$ cat src/rtl/data_sync_pkg.sv
`timescale 1ns/1ps
// Shared state encoding and integration margins for the source-side bus-sync launcher.
package data_sync_pkg;

  typedef enum logic [1:0] {
    IDLE = 2'b00,
    HOLD = 2'b01,
    GAP  = 2'b10
  } state_t;

  // Destination needs NUM_STAGES plus these many of its clocks per enable phase.
  localparam int HOLD_MARGIN = 2;
  localparam int GAP_MARGIN  = 1;

  function automatic int cnt_width(input int hold, input int gap);
    int m;
    m = (hold > gap) ? hold : gap;
    return $clog2(m) + 1;
  endfunction

  function automatic int min_hold_dest_clks(input int num_stages);
    return num_stages + HOLD_MARGIN;
  endfunction

  function automatic int min_gap_dest_clks(input int num_stages);
    return num_stages + GAP_MARGIN;
  endfunction

endpackage

$ cat src/rtl/launch_cnt.sv
`timescale 1ns/1ps
// Loadable down-counter with zero flag; load wins over decrement, saturates at zero.
// Single-cycle update, no backpressure.
module launch_cnt #(
  parameter int W = 4
) (
  input  logic         CLK,
  input  logic         RST,
  input  logic         load,
  input  logic [W-1:0] load_val,
  input  logic         dec,
  output logic         zero
);

  logic [W-1:0] cnt;

  always_ff @(posedge CLK or posedge RST) begin
    if (RST) begin
      cnt <= '0;
    end else if (load) begin
      cnt <= load_val;
    end else if (dec && (cnt != '0)) begin
      cnt <= cnt - 1'b1;
    end
  end

  assign zero = (cnt == '0);

endmodule

$ cat src/rtl/data_sync_launch.sv
`timescale 1ns/1ps
// Drives a frozen bus plus a HOLD-high / GAP-low enable per word for a destination synchronizer.
// Bus and enable appear the cycle after acceptance; one-word pend slot, in_ready = slot empty.
module data_sync_launch
  import data_sync_pkg::*;
#(
  parameter int BUS_WIDTH   = 8,
  parameter int HOLD_CYCLES = 8,
  parameter int GAP_CYCLES  = 8
) (
  input  logic                 CLK,
  input  logic                 RST,
  input  logic [BUS_WIDTH-1:0] in_data,
  input  logic                 in_valid,
  output logic                 in_ready,
  output logic [BUS_WIDTH-1:0] unsync_bus,
  output logic                 bus_enable,
  output logic                 busy
);

  localparam int CNT_WIDTH = cnt_width(HOLD_CYCLES, GAP_CYCLES);
  localparam logic [CNT_WIDTH-1:0] HOLD_LOAD = CNT_WIDTH'(HOLD_CYCLES - 1);
  localparam logic [CNT_WIDTH-1:0] GAP_LOAD  = CNT_WIDTH'(GAP_CYCLES - 1);

  state_t                 state, state_nxt;
  logic                   pend_valid;
  logic [BUS_WIDTH-1:0]   pend_data;
  logic                   transfer;
  logic                   cnt_zero, cnt_load, cnt_dec;
  logic [CNT_WIDTH-1:0]   cnt_val;
  logic                   launch, enable_nxt, pend_set, pend_clr;
  logic [BUS_WIDTH-1:0]   launch_data;

  assign in_ready = ~pend_valid;
  assign transfer = in_valid & in_ready;
  assign busy     = (state != IDLE) | pend_valid;

  launch_cnt #(.W(CNT_WIDTH)) u_cnt (
    .CLK      (CLK),
    .RST      (RST),
    .load     (cnt_load),
    .load_val (cnt_val),
    .dec      (cnt_dec),
    .zero     (cnt_zero)
  );

  always_comb begin
    state_nxt   = state;
    cnt_load    = 1'b0;
    cnt_val     = HOLD_LOAD;
    cnt_dec     = 1'b0;
    launch      = 1'b0;
    launch_data = pend_data;
    enable_nxt  = bus_enable;
    pend_set    = 1'b0;
    pend_clr    = 1'b0;
    case (state)
      IDLE: begin
        enable_nxt = 1'b0;
        if (transfer) begin
          launch      = 1'b1;
          launch_data = in_data;
          enable_nxt  = 1'b1;
          cnt_load    = 1'b1;
          state_nxt   = HOLD;
        end
      end
      HOLD: begin
        enable_nxt = 1'b1;
        pend_set   = transfer;
        if (cnt_zero) begin
          enable_nxt = 1'b0;
          cnt_load   = 1'b1;
          cnt_val    = GAP_LOAD;
          state_nxt  = GAP;
        end else begin
          cnt_dec = 1'b1;
        end
      end
      GAP: begin
        enable_nxt = 1'b0;
        if (!cnt_zero) begin
          cnt_dec  = 1'b1;
          pend_set = transfer;
        end else if (pend_valid) begin
          launch     = 1'b1;
          pend_clr   = 1'b1;
          enable_nxt = 1'b1;
          cnt_load   = 1'b1;
          state_nxt  = HOLD;
        end else if (transfer) begin
          // Pend is empty on the last gap cycle: launch the incoming word directly.
          launch      = 1'b1;
          launch_data = in_data;
          enable_nxt  = 1'b1;
          cnt_load    = 1'b1;
          state_nxt   = HOLD;
        end else begin
          state_nxt = IDLE;
        end
      end
      default: begin
        enable_nxt = 1'b0;
        state_nxt  = IDLE;
      end
    endcase
  end

  always_ff @(posedge CLK or posedge RST) begin
    if (RST) begin
      state      <= IDLE;
      pend_valid <= 1'b0;
      pend_data  <= '0;
      unsync_bus <= '0;
      bus_enable <= 1'b0;
    end else begin
      state      <= state_nxt;
      bus_enable <= enable_nxt;
      if (launch) unsync_bus <= launch_data;
      if (pend_set) begin
        pend_valid <= 1'b1;
        pend_data  <= in_data;
      end else if (pend_clr) begin
        pend_valid <= 1'b0;
      end
    end
  end

endmodule

$ cat config.mk
export PLATFORM = sky130hd
export DESIGN_NAME = data_sync_launch
export DESIGN_NICKNAME = d
export VERILOG_FILES = /design/src/rtl/data_sync_pkg.sv /design/src/rtl/launch_cnt.sv /design/src/rtl/data_sync_launch.sv
export SDC_FILE = /design/constraint.sdc
export NUM_CORES = 1
export LEC_CHECK = 0
export CAP_MARGIN = 20
export CORE_MARGIN = 5
export CORE_UTILIZATION = 52
export DETAILED_ROUTE_END_ITERATION = 8
export GPL_TIMING_DRIVEN = 0
export PLACE_DENSITY = 0.8
export REMOVE_ABC_BUFFERS = 1
export SLEW_MARGIN = 20
export SYNTH_ARGS = -nofsm -noshare
export SYNTH_HDL_FRONTEND = slang
export SYNTH_SLANG_ARGS = --single-unit
$ cat constraint.sdc
create_clock -name CLK -period 2.95 [get_ports CLK]
set_input_delay 0.885 -clock CLK [delete_from_list [all_inputs] [get_ports CLK]]
set_output_delay 0.885 -clock CLK [all_outputs]
set_load 0.005 [all_outputs]
Yosys cells after proc, flatten, opt, wreduce, memory -nomap -nowiden
Index checks and enable logic that the tools add are counted.
{ "totals": {"register_bits": 24, "output_inout_bits": 11} }
{ "classes": {"add_sub_neg": 1, "eq_ne": 5, "mux": 28, "bitwise_logic": 3, "reduce_logical": 9} }
{ "ops": {"columns": ["operator", "n"], "rows": [
  ["8-bit 2-to-1 mux", 3],
  ["8-bit one-hot mux with 2 select lines", 1],
  ["1-bit 2-to-1 mux", 14],
  ["4-bit 2-to-1 mux", 2],
  ["2-bit 2-to-1 mux", 3],
  ["2-bit != test, second input constant", 3],
  ["1-bit one-hot mux with 3 select lines", 2],
  ["2-bit one-hot mux with 3 select lines", 1],
  ["2-bit nonzero test", 3],
  ["4-bit zero test", 1],
  ["1-bit one-hot mux with 2 select lines", 2],
  ["4-bit nonzero test", 1],
  ["4-bit by 1-bit subtractor with 4-bit output, second input constant", 1],
  ["3-bit AND reduction", 1],
  ["2-bit by 1-bit == test with 1-bit output, second input constant", 1],
  ["2-bit == test, second input constant", 1],
  ["2-bit zero test", 1],
  ["2-bit OR reduction", 1],
  ["1-bit bitwise AND", 1],
  ["1-bit logical AND", 1],
  ["1-bit NOT", 1],
  ["1-bit OR", 1]
]} }

Depth between registers and ports, before layout
Gate-level depths: netlist (run 1).
{ "logic_depth": {"word_depth": 7, "mapped_depth": 8} }

Cells and area by module
Synthesis (run 1) repeated with hierarchy kept, for this count alone.
{ "unflattened": {"hier_cells": 138, "hier_area_um2": 1368.8} }
{ "modules_own_cells": {"columns": ["module", "instances", "cells_per_inst", "area_per_inst_um2", "seq_area_each_um2"], "rows": [
  ["data_sync_launch", 1, 110, 1107.3, 500.5],
  ["launch_cnt", 1, 28, 261.5, 100.1]
]} }

Least setup slack after synthesis (run 1)
No wires, ideal clock.
{ "synth_timing": {"kind": "input -> register", "start": "input port in_valid", "end": "register pend_data[0]", "t_arrival_ns": 2.114, "required_ns": 2.825, "path_slack_ns": 0.710, "cell_stages": 5, "n_path_buf": 2, "cell_sequence": "nor2b_1 buf_1 o211a_1 buf_6 mux2_4"} }
{ "synth_between": {"elab_chain_len": 3} }
{ "synth_lines": {"columns": ["item", "line", "rtl"], "rows": [
  ["from (decl)", "data_sync_launch.sv:14", "input logic in_valid,"],
  ["1-bit bitwise AND (*)", "data_sync_launch.sv:35", "assign transfer = in_valid & in_ready;"],
  ["1-bit 2-to-1 mux", "data_sync_launch.sv:82", "if (!cnt_zero) begin"],
  ["1-bit one-hot mux with 2 select lines (*)", "data_sync_launch.sv:57", "case (state)"],
  ["to (signal assigned)", "data_sync_launch.sv:122", "pend_data <= in_data;"],
  ["to (decl)", "data_sync_launch.sv:27", "logic [BUS_WIDTH-1:0] pend_data;"]
]} }
Mark *: on every way between the ends. The rest lies on a longest branch, timed or not.
A chain may end at the register's enable or synchronous reset.

Final worst setup path (run 1)
{ "layout_timing": {"start": "input port in_valid", "end": "register u_cnt.cnt[3]"} }
{ "layout_between": {"elab_chain_len": 6, "elab_cells_between_ends": 7, "cone_classes": "mux: 5; bitwise: 1; reduce/logical: 1"} }
{ "layout_lines": {"columns": ["item", "line", "rtl"], "rows": [
  ["1-bit bitwise AND (*)", "data_sync_launch.sv:35", null],
  ["1-bit 2-to-1 mux (*)", "data_sync_launch.sv:60, data_sync_launch.sv:91", null],
  ["1-bit 2-to-1 mux", "data_sync_launch.sv:85", "end else if (pend_valid) begin"],
  ["1-bit 2-to-1 mux", "data_sync_launch.sv:82", null],
  ["1-bit one-hot mux with 3 select lines (*)", "data_sync_launch.sv:57", null],
  ["4-bit 2-to-1 mux or 2-bit nonzero test (tied branches)", null, null],
  ["to (signal assigned)", "launch_cnt.sv:21", "cnt <= load_val;"],
  ["to (signal assigned)", "launch_cnt.sv:23", "cnt <= cnt - 1'b1;"],
  ["to (decl)", "launch_cnt.sv:15", "logic [W-1:0] cnt;"]
]} }
Marked as above.

==> qor.csv, run 1 <==
stage,metric,value,unit
power_and_ir_drop,leakage,0.727,nW
min_path,HP Class,flop to flop,
worst_setup_path,Worst Path Required,3.16,ns
power_and_ir_drop,total power,0.000589,W
clocking,clock insertion delay at the later pin of the skew report,0.31,ns
timing,worst rel slew slack,38.6,%
worst_setup_path,Crit path max-delay family,compound AO/OA/AOI/OAI gates,
worst_setup_path,WS Path Type,primary input to flop,
floorplan,# rows,18,
synth,Yosys cell types,28,
route,vias per cell,5.47,
finish,Final nets,156,
synth,Cells after Synth,118,
timing,Pins Over Slew Limit,0,
clocking,"Reg clk slew, reported paths",0.14,ns
timing,Finish-stage setup viols,0,
timing,clk_skew,0.00540,ns
synth,ranking of synthesized cells by area,"dfrtp_1, mux2_4, mux2i_1, ha_1, a2bb2oi_1",
finish,Area growth syn-to-layout,20.6,%
synth,top-count cell post-synth,dfrtp_1,
timing,RSZ-0062 raised after global routing,no,
synth,number of synthesized flops with an enable pin,0,
synth,register area share after synthesis,46.1,%
placement,PortBufs,21,
floorplan,I/O Pins,22,
clocking,Clock Tree Buf Depth,2,
timing,Fmax,0.356,GHz
timing,Final Hold Fails,0,
synth,Yosys reg bits,24,
grt,Total GRT Usage,15.9,%
flow_run,Max-cap violations,0,
grt,remaining global-route overflow,0,
synth,Mapped Area,1300,sq um
route,DRT iter0 DRCs,25,
floorplan,Total Die Area,3610,sq um
worst_setup_path,CP Cell Sequence,"clkdlybuf4s50_1, nor2b_2, a22o_1, o21bai_1, nor2b_1",
grt,number of global-route vias before repair,971,
synth,most frequent cells after synthesis,"dfrtp_1, a21oi_1, nor2_1",
placement,Placed Area,1520,sq um
placement,placed wire-length estimate,1830,microns
grt,largest net degree at the start of global routing,25,
worst_setup_path,Startpoint Class,primary input,
finish,Antenna diodes,0,
floorplan,Die X,60.1,microns
timing,Worst-Margin Slew,0.920,ns
floorplan,Placeable Area,2430,sq um
placement,DP Worst Slack,-0.529,ns
timing,Setup WS post-layout,0.143,ns
route,Avg WL per Cell,14.8,microns
timing,final setup TNS,0,ns
route,DRC,0,
route,ANT nets after route,0,
worst_setup_path,CP Capture Type,flop,
worst_setup_path,slowest CP cell,a22o_1,
synth,Synth area leader,dfrtp_1,
power_and_ir_drop,Peak VDD IR,344,uV
worst_setup_path,Crit path buffers/inverters,1,
synth,Synth Warn #,0,
synth,Synth top area share,46.1,%
clocking,CTS tree,built,
clocking,Clock Sinks,24,
synth,Post-synth top flop,dfrtp_1,
clocking,"Setup Fix Bufs, Post-CTS",0,
timing,Tcrit/Tclk final,95.1,%
route,DR vias,919,
route,First-pass DRT Iterations,4,
finish,fin area,1570,sq um
worst_setup_path,CP max FO,18,
synth,"FFs w/ async S/R, synth",100,%
worst_setup_path,CP max stage delay,0.65,ns
timing,minimum clock period,2.81,ns
floorplan,Initial Util,53.6,%
placement,RD Place Congestion,0.838,
grt,antenna violations before repair,0,
power_and_ir_drop,PD cells,375,nW/um^2
worst_setup_path,Arrival @ worst endpoint,3.02,ns
clocking,CTS buffer count,3,
clocking,clock root buffer,clkbuf_4,
synth,Mapped Avg Cell Area,11.0,sq um
status,status,"finished, final reports clean",
finish,layout cell share with drive strength beyond 1,14.5,%
floorplan,Die H,60.1,microns
route,DRT Wirelength,2490,microns
clocking,cts hold-fix bufs,0,
clocking,H-tree Lvls,1,
grt,first-pass GRT wire length,4390,microns
[kinds of logic (layout without fill, tap and decap cells)]
group / count (synthesis) / in the layout / share of synthesized area (%)
multiplexers: 18 / 18 / 17.1
adder cells (fa/ha/maj): 6 / 6 / 5.76
AO/OA/AOI/OAI: 27 / 27 / 13.9
flip-flops: 24 / 24 / 46.1
XOR/XNOR: 1 / 1 / 0.672
buffers and inverters: 14 / 34 / 5.18
AND/OR/NAND/NOR: 28 / 28 / 11.3
[routing by layer]
metal | GRT usage [%] | share of wire, % | vias to the layer above
met3 | 2.59 | 3.5 | 4
met4 | 5.06 | 1.2 | 0
met2 | 27.2 | 49 | 18
met1 | 20.2 | 46 | 445
li1 | - | - | 452
met5 | 0 | 0 | -
[metrics by stage]
step | utilization, % | std cells | hold slack, ns
4_1_cts | 64.7 | 168 | 0.552
2_1_floorplan | - | 113 | 0.491
5_1_grt | 64.7 | 168 | 0.574
6_report | 64.7 | 168 | 0.544
3_3_place_gp | 62.4 | 164 | 0.517
3_5_place_dp | 62.4 | 164 | 0.520
[path summary, 6_finish.rpt]
| path | start | endpoint | slack, ns | depth (start not counted) |
|---|---|---|---|---|
| worst min-delay path | unsync_bus[3] | unsync_bus[3] | 0.54 | 2 |
| worst min register to register | unsync_bus[3] | unsync_bus[3] | 0.54 | 2 |
| worst max register to register | u_cnt.cnt[0] | pend_data[1] | 0.71 | 6 |
| min in group asynchronous | RST | unsync_bus[2] | 1.05 | 2 |
| worst max-delay path | in_valid | u_cnt.cnt[3] | 0.14 | 5 |
| max in group asynchronous | RST | state[1] | 1.34 | 2 |
[registers in the layout (all words and copies together), names as in the netlist]
register	count
state	2
bus_enable	1
pend_data	8
u_cnt.cnt	4
pend_valid	1
unsync_bus	8
[cell type report]
cell class,count,area (sq um)
clock buffers,3,22.5
flip-flops and latches,24,601
fillers,192,860
multi-input cells,80,638
repair buffers,21,210
clock inverters,1,30.0
inverters,9,33.8
well taps,30,37.5
[worst register-to-register path, cell delays in order, from the launching register on]
cell     delay [ns]
dfrtp_1        0.40
inv_1          0.09
ha_1           0.24
or3b_4         0.43
and2_4         0.20
o211a_1        0.40
mux2_4         0.37
[layout by cell type, fill, tap and decap left out, types with 2 or more instances in the layout]
cell	n
nor2_1	12
ha_1	6
a21oi_1	12
o21bai_1	2
mux2_2	2
clkdlybuf4s50_1	21
inv_1	9
dfrtp_1	24
a2bb2oi_1	8
clkbuf_4	3
mux2_4	8
nand2_1	6
mux2i_1	8
o21ai_0	2
[power by group]
group | switching, W | leakage (nW) | internal [W] | total, W
clock network | 0.000101 | 0.0279 | 0.000137 | 0.000238
logic | 0.00000948 | 0.390 | 0.0000124 | 0.0000219
registers | 0 | 0.309 | 0.000329 | 0.000329
[what timing repair did]
action | in CTS | in global routing
endpoints found under the hold margin | 0 | 0
gates resized for setup | 1 | 0
setup endpoints to repair | 12 | 0
Note: power is estimated with default switching activity, not from simulation.
==> run 2: changes to the inputs <==
--- a/config.mk
+++ b/config.mk
@@ -10,8 +10,9 @@
 export CORE_UTILIZATION = 52
 export DETAILED_ROUTE_END_ITERATION = 8
 export GPL_TIMING_DRIVEN = 0
-export PLACE_DENSITY = 0.8
+export PLACE_DENSITY = 0.88
 export REMOVE_ABC_BUFFERS = 1
+export SKIP_LAST_GASP = 1
 export SLEW_MARGIN = 20
 export SYNTH_ARGS = -nofsm -noshare
 export SYNTH_HDL_FRONTEND = slang
==> run 2 against run 1 <==
  * Critical path depth unchanged
  * Core utilization unchanged
  * Register-to-register slack about the same
  * Total power increased by 0.44%
  * Routed wire length increased by 15%
  * Largest cell class unchanged
  * Non-clock buffer count unchanged
==> qor.csv, run 2 (synthesized netlist as in run 1, its figures left out) <==
stage,metric,value,unit,change
power_and_ir_drop,leakage,0.727,nW,unchanged
grt,antenna violations before repair,0,,unchanged
placement,RD Place Congestion,0.867,,+3.5%
floorplan,# rows,18,,unchanged
clocking,clock insertion delay at the later pin of the skew report,0.32,ns,about the same
floorplan,Die X,60.1,microns,unchanged
floorplan,Placeable Area,2430,sq um,unchanged
timing,Finish-stage setup viols,0,,unchanged
finish,most frequent cells in the layout,"dfrtp_1, clkdlybuf4s50_1, nor2_1, a21oi_1, inv_1",,
timing,final setup TNS,0,ns,unchanged
placement,Placed Area,1520,sq um,unchanged
route,DRT Wirelength,2880,microns,+15%
power_and_ir_drop,PD cells,376,nW/um^2,+0.44%
clocking,cts hold-fix bufs,0,,unchanged
route,DRC,0,,unchanged
flow_run,Max-cap violations,0,,unchanged
finish,Final nets,156,,unchanged
timing,RSZ-0062 raised after global routing,no,,
timing,Setup WS post-layout,0.117,ns,-0.0266 ns
grt,first-pass GRT wire length,4650,microns,+6.0%
timing,worst rel slew slack,40.0,%,+1.4 points
power_and_ir_drop,Peak VDD IR,298,uV,-14%
worst_setup_path,CP max FO,18,,unchanged
finish,"most common cell after layout, fill and taps aside",dfrtp_1,,
finish,layout cell share with drive strength beyond 1,14.5,%,unchanged
route,Avg WL per Cell,17.1,microns,+15%
grt,number of global-route vias before repair,1067,,+9.9%
floorplan,Initial Util,53.6,%,unchanged
finish,Area growth syn-to-layout,20.6,%,unchanged
finish,Largest regs,"pend_data x8, unsync_bus x8, u_cnt.cnt x4",,
placement,DP Worst Slack,-0.563,ns,-0.0342 ns
status,status,"finished, final reports clean",,
clocking,CTS buffer count,3,,unchanged
clocking,clock root buffer,clkbuf_4,,
route,DRT iter0 DRCs,33,,+32%
route,First-pass DRT Iterations,4,,unchanged
route,DR vias,974,,+6.0%
clocking,"Reg clk slew, reported paths",0.14,ns,about the same
clocking,Clock Tree Buf Depth,2,,unchanged
worst_setup_path,Worst Path Required,3.17,ns,about the same
timing,clk_skew,0.00562,ns,+0.000211 ns
placement,placed wire-length estimate,2040,microns,+11%
grt,Total GRT Usage,17.5,%,+1.7 points
worst_setup_path,Worst Setup SP,in_valid,,
worst_setup_path,WS Path Type,primary input to flop,,
floorplan,Die H,60.1,microns,unchanged
timing,final hold slack,0.552,ns,+0.00802 ns
worst_setup_path,reg2reg start,u_cnt.cnt[0],,
worst_setup_path,Startpoint Class,primary input,,
min_path,HP Class,flop to flop,,
route,ANT nets after route,0,,unchanged
min_path,Hold Crit Start,unsync_bus[3],,
clocking,Clock Sinks,24,,unchanged
grt,largest net degree at the start of global routing,25,,unchanged
clocking,CTS tree,built,,
worst_setup_path,Arrival @ worst endpoint,3.05,ns,+0.03 ns
route,vias per cell,5.80,,+6.0%
placement,PortBufs,21,,unchanged
grt,remaining global-route overflow,0,,unchanged
finish,FILL cells,199,,+3.6%
finish,fin area,1570,sq um,unchanged
worst_setup_path,CP Capture Type,flop,,
clocking,H-tree Lvls,1,,unchanged
floorplan,Total Die Area,3610,sq um,unchanged
finish,Antenna diodes,0,,unchanged
floorplan,I/O Pins,22,,unchanged
timing,Tcrit/Tclk final,96.0,%,+0.90 points
timing,Pins Over Slew Limit,0,,unchanged
timing,Final Hold Fails,0,,unchanged
clocking,"Setup Fix Bufs, Post-CTS",0,,unchanged
timing,minimum clock period,2.83,ns,+0.0266 ns
timing,Worst-Margin Slew,0.898,ns,-0.0212 ns
clocking,post-CTS resize count,1,,unchanged
timing,Fmax,0.353,GHz,-0.94%
-- run 2: cell counts in the layout (fill, tap and decap cells not counted) --
Identical to the previous run, type by type.
-- run 2: final timing paths --
check,cells after the start,slack [ns],endpoint
hold reg to reg,2,0.55,unsync_bus[3]
min in group asynchronous,2,1.04,u_cnt.cnt[1]
hold / removal,2,0.55,unsync_bus[3]
setup / recovery,5,0.12,u_cnt.cnt[3]
setup reg to reg,6,0.71,pend_data[5]
max in group asynchronous,2,1.36,pend_data[1]
-- run 2: layout make-up --
cell class / count / area (sq um) / area share [%]
well taps: 30 / 37.5 / 2.39
clock buffers: 3 / 22.5 / 1.43
multi-input cells: 80 / 638 / 40.6
repair buffers: 21 / 210 / 13.4
clock inverters: 1 / 30.0 / 1.91
flip-flops and latches: 24 / 601 / 38.2
inverters: 9 / 33.8 / 2.15
-- run 2: power breakdown --
part | switching (W) | leakage (nW) | internal [W]
logic | 0.00000985 | 0.390 | 0.0000124
registers | 0 | 0.309 | 0.000329
clock network | 0.000103 | 0.0279 | 0.000137
total | 0.000113 | 0.727 | 0.000479
-- run 2: critical path, stage by stage --
cell,delay [ns]
clkdlybuf4s50_1,0.47
nor2b_2,0.59
a22o_1,0.67
o21bai_1,0.25
nor2b_1,0.19
-- run 2: layer usage --
metal / share of wire [%] / vias to the layer above / global-route usage (%) / wire (microns)
li1: - / 450 / - / -
met1: 38 / 496 / 18.6 / 1090
met2: 58 / 22 / 32.4 / 1660
met3: 2.3 / 6 / 1.94 / 67
met4: 2.1 / 0 / 11.1 / 59
met5: 0 / - / 0 / 0
-- run 2: stage by stage --
step	total power, W	cells	utilization, %
finish	0.000592	168	64.7
global route	0.000611	168	64.7
CTS	0.000597	168	64.7
detailed placement	0.000358	164	62.4
global placement	0.000357	164	62.4
floorplan	0.000341	113	-
==> run 3: changes to the inputs <==
--- a/config.mk
+++ b/config.mk
@@ -13,7 +13,6 @@
 export PLACE_DENSITY = 0.88
 export REMOVE_ABC_BUFFERS = 1
 export SKIP_LAST_GASP = 1
-export SLEW_MARGIN = 20
 export SYNTH_ARGS = -nofsm -noshare
 export SYNTH_HDL_FRONTEND = slang
 export SYNTH_SLANG_ARGS = --single-unit
==> constraint.sdc (replaced) <==
create_clock -name CLK -period 2.9 [get_ports CLK]
set_input_delay 0.87 -clock CLK [delete_from_list [all_inputs] [get_ports CLK]]
set_output_delay 0.87 -clock CLK [all_outputs]
set_load 0.005 [all_outputs]
==> run 3 against run 2 <==
  * Combinational power rose by 2%
  * Core utilization grew 0.051 points
  * Sequential share of layout area is essentially flat
  * Hold slack got worse by 0.0019 ns
  * First-iteration DRC count unchanged
  * Total power rose by 1.8%
  * Non-clock buffer count is the same
  * Sequential power is 2% higher
  * Global-route usage did not move
  * Routed wire length decreased by 0.45%
  * Critical path type unchanged
  * Critical endpoint is now pend_data[1]
  * Highest routed layer unchanged
==> qor.csv, run 3 (synthesized netlist as in run 1, its figures left out) <==
stage,metric,value,unit,change
worst_setup_path,reg2reg setup slack,0.66,ns,-0.05 ns
finish,FILL cells,198,,-0.50%
timing,Worst-Margin Slew,0.899,ns,+0.000195 ns
route,DRT Wirelength,2860,microns,-0.45%
power_and_ir_drop,Peak VDD IR,305,uV,+2.6%
power_and_ir_drop,leakage,0.728,nW,about the same
worst_setup_path,CP Capture Type,flop,,
grt,first-pass GRT wire length,4650,microns,unchanged
placement,PortBufs,21,,unchanged
finish,Multi-input gate area,639,sq um,+0.20%
timing,Pins Over Slew Limit,0,,unchanged
finish,Layout Utilization,64.7,%,about the same
power_and_ir_drop,PD cells,383,nW/um^2,+1.7%
finish,Seq. cell area,601,sq um,unchanged
placement,RD Place Congestion,0.867,,unchanged
floorplan,Die H,60.1,microns,unchanged
floorplan,Die X,60.1,microns,unchanged
grt,met2 track demand over resource,32.4,%,unchanged
route,DR vias,967,,-0.72%
worst_setup_path,R2R depth,6,,unchanged
finish,Layout Cells excl Fill,168,,unchanged
grt,Total GRT Usage,17.5,%,unchanged
grt,grt met1 use,18.6,%,unchanged
finish,"most common cell after layout, fill and taps aside",dfrtp_1,,
finish,Largest regs,"pend_data x8, unsync_bus x8, u_cnt.cnt x4",,
grt,antenna violations before repair,0,,unchanged
status,status,"finished, final reports clean",,
clocking,cts hold-fix bufs,0,,unchanged
worst_setup_path,Reg-to-Reg End,pend_data[1],,
clocking,H-tree Lvls,1,,unchanged
worst_setup_path,Startpoint Class,primary input,,
worst_setup_path,Worst Path Required,3.11,ns,-0.06 ns
finish,most frequent cells in the layout,"dfrtp_1, clkdlybuf4s50_1, nor2_1, a21oi_1, inv_1",,
route,DRT iter0 DRCs,33,,unchanged
route,ANT nets after route,0,,unchanged
worst_setup_path,Arrival @ worst endpoint,2.88,ns,-0.17 ns
timing,RSZ-0062 raised after global routing,no,,
min_path,Min-Delay Path Depth,2,,unchanged
worst_setup_path,WS Path Type,primary input to flop,,
route,vias per cell,5.76,,-0.72%
floorplan,Total Die Area,3610,sq um,unchanged
clocking,Clock Tree Buf Depth,2,,unchanged
worst_setup_path,reg2reg start,u_cnt.cnt[0],,
timing,Finish-stage setup viols,0,,unchanged
timing,minimum clock period,2.66,ns,
placement,placed cell count,164,,unchanged
floorplan,I/O Pins,22,,unchanged
grt,GR peak layer,met2,,
clocking,Clock Sinks,24,,unchanged
route,Avg WL per Cell,17.0,microns,-0.45%
min_path,HP Class,flop to flop,,
min_path,Hold Crit Start,unsync_bus[3],,
floorplan,Placeable Area,2430,sq um,unchanged
clocking,CTS buffer count,3,,unchanged
route,First-pass DRT Iterations,4,,unchanged
floorplan,# rows,18,,unchanged
clocking,CTS tree,built,,
timing,Final Hold Fails,0,,unchanged
flow_run,Max-cap violations,0,,unchanged
timing,worst rel slew slack,40.0,%,about the same
timing,Tcrit/Tclk final,91.9,%,
timing,clk_skew,0.00927,ns,+0.00365 ns
clocking,clock insertion delay at the later pin of the skew report,0.32,ns,about the same
timing,Fmax,0.375,GHz,
clocking,post-CTS resize count,1,,unchanged
clocking,"Setup Fix Bufs, Post-CTS",0,,unchanged
clocking,"Reg clk slew, reported paths",0.14,ns,about the same
floorplan,Initial Util,53.6,%,unchanged
grt,number of global-route vias before repair,1067,,unchanged
finish,Antenna diodes,0,,unchanged
placement,placed wire-length estimate,2040,microns,unchanged
route,DRC,0,,unchanged
finish,Final nets,156,,unchanged
finish,layout cell share with drive strength beyond 1,15.2,%,+0.72 points
clocking,clock root buffer,clkbuf_4,,
min_path,worst hold endpoint,unsync_bus[3],,
grt,met3 usage,1.94,%,unchanged
finish,Area growth syn-to-layout,20.7,%,about the same
grt,remaining global-route overflow,0,,unchanged
grt,largest net degree at the start of global routing,25,,unchanged
worst_setup_path,CP max FO,11,,-7
==> run 3: changes by cell type in the layout (fill, tap and decap cells not counted) <==
cell / delta
a22o_1: -1
a22o_2: +1
==> run 3: layout make-up <==
type                    count  area share [%]
multi-input cells          80            40.6
repair buffers             21            13.4
inverters                   9            2.15
clock buffers               3            1.43
well taps                  30            2.38
clock inverters             1            1.91
flip-flops and latches     24            38.2
==> run 3: worst max path at each step <==
stage                         from            to  slack, ns  depth (start not counted)
after global routing      state[0]          busy       0.19                          4
after global placement    in_valid  u_cnt.cnt[3]      -0.53                          5
final                     in_valid  pend_data[1]       0.24                          4
after floorplan           in_valid  u_cnt.cnt[3]       0.40                          4
after CTS                 in_valid  u_cnt.cnt[3]        0.1                          5
after detailed placement  in_valid  u_cnt.cnt[3]      -0.60                          5
==> run 3: per-layer routing <==
metal	up-vias	wire length, microns
met1	488	1100
met5	-	0
met3	8	58
met4	0	70
li1	449	-
met2	22	1630
==> run 3: stage by stage <==
| step | setup WS (ns) | setup TNS [ns] | hold WS [ns] | area (sq um) | power [W] |
|---|---|---|---|---|---|
| 2_1_floorplan | 0.395 | 0 | 0.491 | 1270 | 0.000347 |
| 3_3_place_gp | -0.531 | -7.99 | 0.514 | 1520 | 0.000363 |
| 3_5_place_dp | -0.598 | -9.40 | 0.524 | 1520 | 0.000364 |
| 4_1_cts | 0.0958 | 0 | 0.558 | 1570 | 0.000607 |
| 5_1_grt | 0.190 | 0 | 0.583 | 1570 | 0.000622 |
| 6_report | 0.235 | 0 | 0.550 | 1570 | 0.000602 |
==> run 3: power by group <==
| part | switching (W) | leakage, nW | total [W] | internal [W] |
|---|---|---|---|---|
| logic | 0.0000100 | 0.390 | 0.0000227 | 0.0000127 |
| registers | 0 | 0.309 | 0.000335 | 0.000335 |
| clock network | 0.000105 | 0.0279 | 0.000245 | 0.000140 |
| total | 0.000115 | 0.728 | 0.000602 | 0.000487 |
==> run 3: worst max-delay path, cell delays in order <==
cell and delay (ns):
clkdlybuf4s50_1 0.47, nor2b_2 0.59, o211a_1 0.60, mux2_4 0.34
